[src/rtl/alu_arbiter_if.sv]
// Requester, response and ALU-side signal bundle for alu_arbiter.
// slave = arbiter view, master = environment view.
interface alu_arbiter_if #(
    parameter int DATA_W = 32
);
    logic              req0_valid;
    logic              req1_valid;
    logic              req0_ready;
    logic              req1_ready;
    logic [DATA_W-1:0] req0_a;
    logic [DATA_W-1:0] req0_b;
    logic [DATA_W-1:0] req1_a;
    logic [DATA_W-1:0] req1_b;
    logic              req0_risc;
    logic              req1_risc;
    logic [2:0]        req0_funct3;
    logic [2:0]        req1_funct3;
    logic              resp0_valid;
    logic              resp1_valid;
    logic [DATA_W-1:0] resp_data;
    logic [DATA_W-1:0] alu_a;
    logic [DATA_W-1:0] alu_b;
    logic              alu_in_valid;
    logic              alu_risc;
    logic [2:0]        alu_funct3;
    logic [DATA_W-1:0] alu_out;
    logic              alu_out_valid;
    logic              busy;
    logic              err;

    modport slave (
        input  req0_valid, req1_valid,
        input  req0_a, req0_b, req1_a, req1_b,
        input  req0_risc, req1_risc,
        input  req0_funct3, req1_funct3,
        input  alu_out, alu_out_valid,
        output req0_ready, req1_ready,
        output resp0_valid, resp1_valid, resp_data,
        output alu_a, alu_b, alu_in_valid,
        output alu_risc, alu_funct3,
        output busy, err
    );

    modport master (
        output req0_valid, req1_valid,
        output req0_a, req0_b, req1_a, req1_b,
        output req0_risc, req1_risc,
        output req0_funct3, req1_funct3,
        output alu_out, alu_out_valid,
        input  req0_ready, req1_ready,
        input  resp0_valid, resp1_valid, resp_data,
        input  alu_a, alu_b, alu_in_valid,
        input  alu_risc, alu_funct3,
        input  busy, err
    );
endinterface

[src/rtl/alu_arbiter.sv]
// alu_arbiter: two requesters sharing one 2-cycle pipelined ALU.
// Define ALU_ARB_RR_EN for round-robin; default is fixed priority (port 0).
module alu_arbiter #(
    parameter int DATA_W = 32
) (
    input logic          clk,
    input logic          rst,
    alu_arbiter_if.slave bus
);
    logic              w_both;
    logic              w_pick1;
    logic              w_g0;
    logic              w_g1;
    logic              w_grant;
    logic [DATA_W-1:0] w_a;
    logic [DATA_W-1:0] w_b;
    logic              r_v0;
    logic              r_id0;
    logic              r_v1;
    logic              r_id1;
    logic              r_risc;
    logic [2:0]        r_funct3;
    logic              r_err;
    logic [1:0]        r_quiet;

`ifdef ALU_ARB_RR_EN
    logic r_last;
    assign w_pick1 = ~r_last;
`else
    assign w_pick1 = 1'b0;
`endif

    assign w_both  = bus.req0_valid & bus.req1_valid;
    assign w_g0    = rst & bus.req0_valid & ~(w_both & w_pick1);
    assign w_g1    = rst & bus.req1_valid & ~(w_both & ~w_pick1);
    assign w_grant = w_g0 | w_g1;

    always_comb begin
        w_a = '0;
        w_b = '0;
        if (w_g0) begin
            w_a = bus.req0_a;
            w_b = bus.req0_b;
        end else if (w_g1) begin
            w_a = bus.req1_a;
            w_b = bus.req1_b;
        end
    end

    assign bus.req0_ready   = w_g0;
    assign bus.req1_ready   = w_g1;
    assign bus.alu_a        = w_a;
    assign bus.alu_b        = w_b;
    assign bus.alu_in_valid = w_grant;
    assign bus.alu_risc     = r_risc;
    assign bus.alu_funct3   = r_funct3;
    assign bus.resp_data    = bus.alu_out;
    assign bus.resp0_valid  = rst & bus.alu_out_valid & r_v1 & ~r_id1;
    assign bus.resp1_valid  = rst & bus.alu_out_valid & r_v1 & r_id1;
    assign bus.busy         = rst & (r_v0 | r_v1);
    assign bus.err          = r_err;

    // r_quiet masks results of ops the ALU accepted before a reset
    always_ff @(posedge clk) begin
        if (!rst) begin
            r_v0     <= 1'b0;
            r_id0    <= 1'b0;
            r_v1     <= 1'b0;
            r_id1    <= 1'b0;
            r_risc   <= 1'b0;
            r_funct3 <= 3'd0;
            r_err    <= 1'b0;
            r_quiet  <= 2'd2;
        end else begin
            r_v0  <= w_grant;
            r_id0 <= w_g1;
            r_v1  <= r_v0;
            r_id1 <= r_id0;
            if (r_quiet != 2'd0)
                r_quiet <= r_quiet - 2'd1;
            if (bus.alu_out_valid && !r_v1 && r_quiet == 2'd0)
                r_err <= 1'b1;
            if (w_grant) begin
                r_risc   <= w_g1 ? bus.req1_risc : bus.req0_risc;
                r_funct3 <= w_g1 ? bus.req1_funct3 : bus.req0_funct3;
            end
        end
    end

`ifdef ALU_ARB_RR_EN
    always_ff @(posedge clk) begin
        if (!rst)
            r_last <= 1'b1;
        else if (w_grant)
            r_last <= w_g1;
    end
`endif
endmodule
[src/flat_wrapper.sv]
// flat-port wrapper written by rule: the top's interface ports become plain ports
module alu_arbiter_flat 
#(
    parameter int DATA_W = 32
)
  (clk, rst, bus_req0_valid, bus_req1_valid, bus_req0_a, bus_req0_b, bus_req1_a, bus_req1_b, bus_req0_risc, bus_req1_risc, bus_req0_funct3, bus_req1_funct3, bus_alu_out, bus_alu_out_valid, bus_req0_ready, bus_req1_ready, bus_resp0_valid, bus_resp1_valid, bus_resp_data, bus_alu_a, bus_alu_b, bus_alu_in_valid, bus_alu_risc, bus_alu_funct3, bus_busy, bus_err);
  alu_arbiter_if #(.DATA_W(DATA_W)) bus_i ();
  input logic clk;
  input logic rst;
  input wire logic [$bits(bus_i.req0_valid)-1:0] bus_req0_valid;
  input wire logic [$bits(bus_i.req1_valid)-1:0] bus_req1_valid;
  input wire logic [$bits(bus_i.req0_a)-1:0] bus_req0_a;
  input wire logic [$bits(bus_i.req0_b)-1:0] bus_req0_b;
  input wire logic [$bits(bus_i.req1_a)-1:0] bus_req1_a;
  input wire logic [$bits(bus_i.req1_b)-1:0] bus_req1_b;
  input wire logic [$bits(bus_i.req0_risc)-1:0] bus_req0_risc;
  input wire logic [$bits(bus_i.req1_risc)-1:0] bus_req1_risc;
  input wire logic [$bits(bus_i.req0_funct3)-1:0] bus_req0_funct3;
  input wire logic [$bits(bus_i.req1_funct3)-1:0] bus_req1_funct3;
  input wire logic [$bits(bus_i.alu_out)-1:0] bus_alu_out;
  input wire logic [$bits(bus_i.alu_out_valid)-1:0] bus_alu_out_valid;
  output wire logic [$bits(bus_i.req0_ready)-1:0] bus_req0_ready;
  output wire logic [$bits(bus_i.req1_ready)-1:0] bus_req1_ready;
  output wire logic [$bits(bus_i.resp0_valid)-1:0] bus_resp0_valid;
  output wire logic [$bits(bus_i.resp1_valid)-1:0] bus_resp1_valid;
  output wire logic [$bits(bus_i.resp_data)-1:0] bus_resp_data;
  output wire logic [$bits(bus_i.alu_a)-1:0] bus_alu_a;
  output wire logic [$bits(bus_i.alu_b)-1:0] bus_alu_b;
  output wire logic [$bits(bus_i.alu_in_valid)-1:0] bus_alu_in_valid;
  output wire logic [$bits(bus_i.alu_risc)-1:0] bus_alu_risc;
  output wire logic [$bits(bus_i.alu_funct3)-1:0] bus_alu_funct3;
  output wire logic [$bits(bus_i.busy)-1:0] bus_busy;
  output wire logic [$bits(bus_i.err)-1:0] bus_err;
  assign bus_i.req0_valid = bus_req0_valid;
  assign bus_i.req1_valid = bus_req1_valid;
  assign bus_i.req0_a = bus_req0_a;
  assign bus_i.req0_b = bus_req0_b;
  assign bus_i.req1_a = bus_req1_a;
  assign bus_i.req1_b = bus_req1_b;
  assign bus_i.req0_risc = bus_req0_risc;
  assign bus_i.req1_risc = bus_req1_risc;
  assign bus_i.req0_funct3 = bus_req0_funct3;
  assign bus_i.req1_funct3 = bus_req1_funct3;
  assign bus_i.alu_out = bus_alu_out;
  assign bus_i.alu_out_valid = bus_alu_out_valid;
  assign bus_req0_ready = bus_i.req0_ready;
  assign bus_req1_ready = bus_i.req1_ready;
  assign bus_resp0_valid = bus_i.resp0_valid;
  assign bus_resp1_valid = bus_i.resp1_valid;
  assign bus_resp_data = bus_i.resp_data;
  assign bus_alu_a = bus_i.alu_a;
  assign bus_alu_b = bus_i.alu_b;
  assign bus_alu_in_valid = bus_i.alu_in_valid;
  assign bus_alu_risc = bus_i.alu_risc;
  assign bus_alu_funct3 = bus_i.alu_funct3;
  assign bus_busy = bus_i.busy;
  assign bus_err = bus_i.err;
  alu_arbiter #(.DATA_W(DATA_W)) u_core (.clk(clk), .rst(rst), .bus(bus_i));
endmodule
[config.mk]
export PLATFORM = sky130hd
export DESIGN_NAME = alu_arbiter_flat
export DESIGN_NICKNAME = d
export VERILOG_FILES = /design/src/rtl/alu_arbiter_if.sv /design/src/rtl/alu_arbiter.sv /design/src/flat_wrapper.sv
export SDC_FILE = /design/constraint.sdc
export NUM_CORES = 1
export LEC_CHECK = 0
export ABC_AREA = 1
export BUFFER_PORTS_ARGS = -buffer_cell sky130_fd_sc_hd__buf_2
export CAP_MARGIN = 20
export CORE_AREA = 2 2 107 109
export CTS_CLUSTER_SIZE = 20
export DETAILED_ROUTE_END_ITERATION = 6
export DIE_AREA = 0 0 109 111
export GPL_ROUTABILITY_DRIVEN = 0
export GPL_TIMING_DRIVEN = 1
export PLACE_DENSITY = 0.54
export SLEW_MARGIN = 20
export SYNTH_ARGS = -nofsm -noshare
export SYNTH_HDL_FRONTEND = slang
export SYNTH_SLANG_ARGS = --single-unit
[constraint.sdc]
create_clock -name clk -period 1.85 [get_ports clk]
set_input_delay 0.0925 -clock clk [delete_from_list [all_inputs] [get_ports clk]]
set_output_delay 0.0925 -clock clk [all_outputs]
set_load 0.02 [all_outputs]
==> results_dict.tcl <==
set metrics [dict create \
    cellInternalPower_uw 801.6 \
    final.fill_count 1286 \
    dpl.hpwl_um 4898 \
    status "complete, no violations" \
    ctsHoldBuffers 0 \
    htree_levels 1 \
    final_clock_skew_ns 0.001808 \
    cts_buffer_depth 2 \
    die_w_um 109 \
    synth.yosys.seq_area_share 0.1434 \
    p_total_mw 1.255 \
    detail_route.wl_per_cell_um 9.640 \
    worst_hold_path_type "in -> reg" \
    netlist-cell-type-count 16 \
    start_util 0.1386 \
    startpoint_type "primary input" \
    die_height_um 111 \
    final_period_minus_worst_setup_slack_ns 1.345 \
    timing.final.ws_setup_ns 0.5050 \
    combinationalPowerShare 0.459 \
    clock_pin_slew_on_the_worst_setup_and_hold_paths_ns 0.04 \
    worstSetupEndpointType "output port" \
    dr.first_iter.drc_count 94 \
    final-max-slew-violation-count 0 \
    global_route_wire_length_before_repair_um 8576 \
    syn-mean-instance-area_sq_um 5.001 \
    grt_max_degree 66 \
    flow.area_growth_from_synthesis_pct 66.99 \
    slew_headroom 0.7796 \
    power.share.switching 0.3613 \
    antenna_found_initial 0 \
    syn_nets 481 \
    power.sequential.fraction 0.227 \
    power.net_switching_uw 453.4 \
    synth_seq_cells 11 \
    arrival_ns 1.25 \
    power.clock.fraction 0.314 \
    floorplan.die_area_sq_um 12100 \
    num_io_pins 280 \
    grt_remaining_overflow 0 \
    cts_repair_resize_count 0 \
    timing.fmax_mhz 743.5 \
    worst_slew_pin_slew_ns 0.3307 \
    timing.max_cap.violations 0 \
    vias 2261 \
    timing_hold_violations_final 0 \
    synth.yosys.warnings 0 \
    synthCells 307 \
    place_ws_ns 0.4451 \
    clock-sinks 11 \
    antenna_violating_nets_post_route 0 \
    rsz0062_at_grt "false" \
    grt.total_usage 0.08599 \
    postCtsSetupRepairBufs 0 \
    via_count_of_the_first_global_routing_pass 1884 \
    cellLeakagePower_nw 1.807 \
    clockRootBuffer "sky130_fd_sc_hd__clkbuf_16" \
    synth.cell_area_sq_um 1535 \
    drt-vias-per-instance 3.618 \
    total_negative_slack_for_setup_checks_ns 0 \
    routed_wirelength_um 6025 \
    port_buffers 215 \
    diodes 0 \
    layout.nets 657 \
    vdd_drop_max_v 0.0003773 \
    layout_worst_path_cycle_share 0.7270 \
    power.density_cell_area_nw_per_um2 489.5 \
    insertion_delay_of_the_later_clocked_pin_in_the_worst_skew_pair_ns 0.24 \
    std_cell_rows 39 \
    area_inside_the_core_boundary_sq_um 11080 \
    multi_input_area_sq_um 903.4 \
    detail_route.first_pass.iterations 4 \
    cts_buffers 3 \
    post_route_cells_drive_above_1_share 0.4689 \
    tritoncts "yes" \
    worst-path-max-fanout 32 \
    setup_violations 0 \
    drc 0 \
    critPathRequiredTime_ns 1.76 \
    ff_latch_area_sq_um 220.2 \
    critical_path_class "in -> out" \
]
==> worst max-delay path: stages <==
cell and delay [ns]:
sky130_fd_sc_hd__buf_2 0.21, sky130_fd_sc_hd__nand3_2 0.17, sky130_fd_sc_hd__inv_2 0.09, sky130_fd_sc_hd__buf_4 0.30, sky130_fd_sc_hd__nand2_1 0.13, sky130_fd_sc_hd__nand2_1 0.07, sky130_fd_sc_hd__buf_2 0.16
==> routing by layer <==
metal / share of wire / GRT usage / routed length (um)
met5: 0 / 0 / 0
met2: 0.49 / 0.1731 / 2978
met3: 0.12 / 0.02293 / 736
met4: 0.0056 / 0.01282 / 34
met1: 0.38 / 0.08663 / 2276
==> cells in the final DEF (no fill, tap or decap) <==
cell type                   netlist  routed
sky130_fd_sc_hd__buf_2            8     215
sky130_fd_sc_hd__nand2_1        208     208
sky130_fd_sc_hd__inv_1           17      17
sky130_fd_sc_hd__dfxtp_1         11      11
sky130_fd_sc_hd__a21oi_1          6       6
sky130_fd_sc_hd__o21ai_1          4       4
sky130_fd_sc_hd__nor2_1           3       3
sky130_fd_sc_hd__o21ai_0          3       3
sky130_fd_sc_hd__clkbuf_16        0       3
sky130_fd_sc_hd__nand2_2          2       2
sky130_fd_sc_hd__inv_2            2       2
sky130_fd_sc_hd__buf_4           37       2
sky130_fd_sc_hd__nand3_2          1       1
sky130_fd_sc_hd__nand3_1          1       1
sky130_fd_sc_hd__a31oi_1          1       1
sky130_fd_sc_hd__ha_1             1       1
sky130_fd_sc_hd__clkbuf_1         0       1
sky130_fd_sc_hd__buf_12           0       1
==> final cells by class <==
cell class,instances,share of cell area
Clock buffer,4,0.03075
Inverter,19,0.02782
Multi-Input combinational cell,230,0.3524
Sequential cell,11,0.08590
Tap cell,143,0.06979
Timing Repair Buffer,218,0.4334
==> Yosys cell counts (all sizes together) <==
library cell,n,share of area
a21oi,6,0.020
a31oi,1,0.0041
buf,47,0.22
dfxtp,11,0.14
ha,1,0.0081
inv,19,0.046
nand2,210,0.52
nand3,2,0.0098
nor2,3,0.0073
o21ai,7,0.023
==> power groups by stage <==
stage / Sequential, mW / Clock (mW) / Combinational (mW)
5_1_grt: 0.287 / 0.409 / 0.649
4_1_cts: 0.285 / 0.400 / 0.583
3_3_place_gp: 0.289 / 0 / 0.581
2_1_floorplan: 0.301 / 0 / 0.403
6_report: 0.285 / 0.394 / 0.576
3_5_place_dp: 0.289 / 0 / 0.581
==> logic make-up (layout without fill, tap and decap cells) <==
family | Yosys count | after routing | synth area share
simple gates | 215 | 215 | 0.5338
buf+inv | 66 | 241 | 0.2681
compound gates | 14 | 14 | 0.04646
flops | 11 | 11 | 0.1434
fa+ha+maj | 1 | 1 | 0.008149
==> path summary, 6_finish.rpt <==
path | from | endpoint | slack [ns] | cells past startpoint
setup / recovery | rst | bus_alu_b[11] | 0.51 | 7
hold / removal | bus_alu_out_valid | u_core.bus.err | 0.13 | 3
setup reg to reg | u_core.r_quiet[0] | u_core.r_quiet[0] | 0.90 | 4
hold reg to reg | u_core.r_id0 | u_core.r_id1 | 0.42 | 2
==> registers in the layout (all words and copies together), names as in the netlist <==
name,count
u_core.r_quiet,2
u_core.bus.err,1
u_core.r_v0,1
u_core.bus.alu_risc,1
u_core.r_v1,1
u_core.bus.alu_funct3,3
u_core.r_id0,1
u_core.r_id1,1
==> stage by stage <==
step	instances	hold WS (ns)	cell area, sq um	util
global placement	621	0.1851	2485	0.2243
finish	625	0.1255	2564	0.2314
global route	625	0.1429	2564	0.2314
floorplan	307	0.2338	1535	-
detailed placement	621	0.1851	2485	0.2243
CTS	625	0.1276	2564	0.2314
Power figures use the tool's default switching activity.
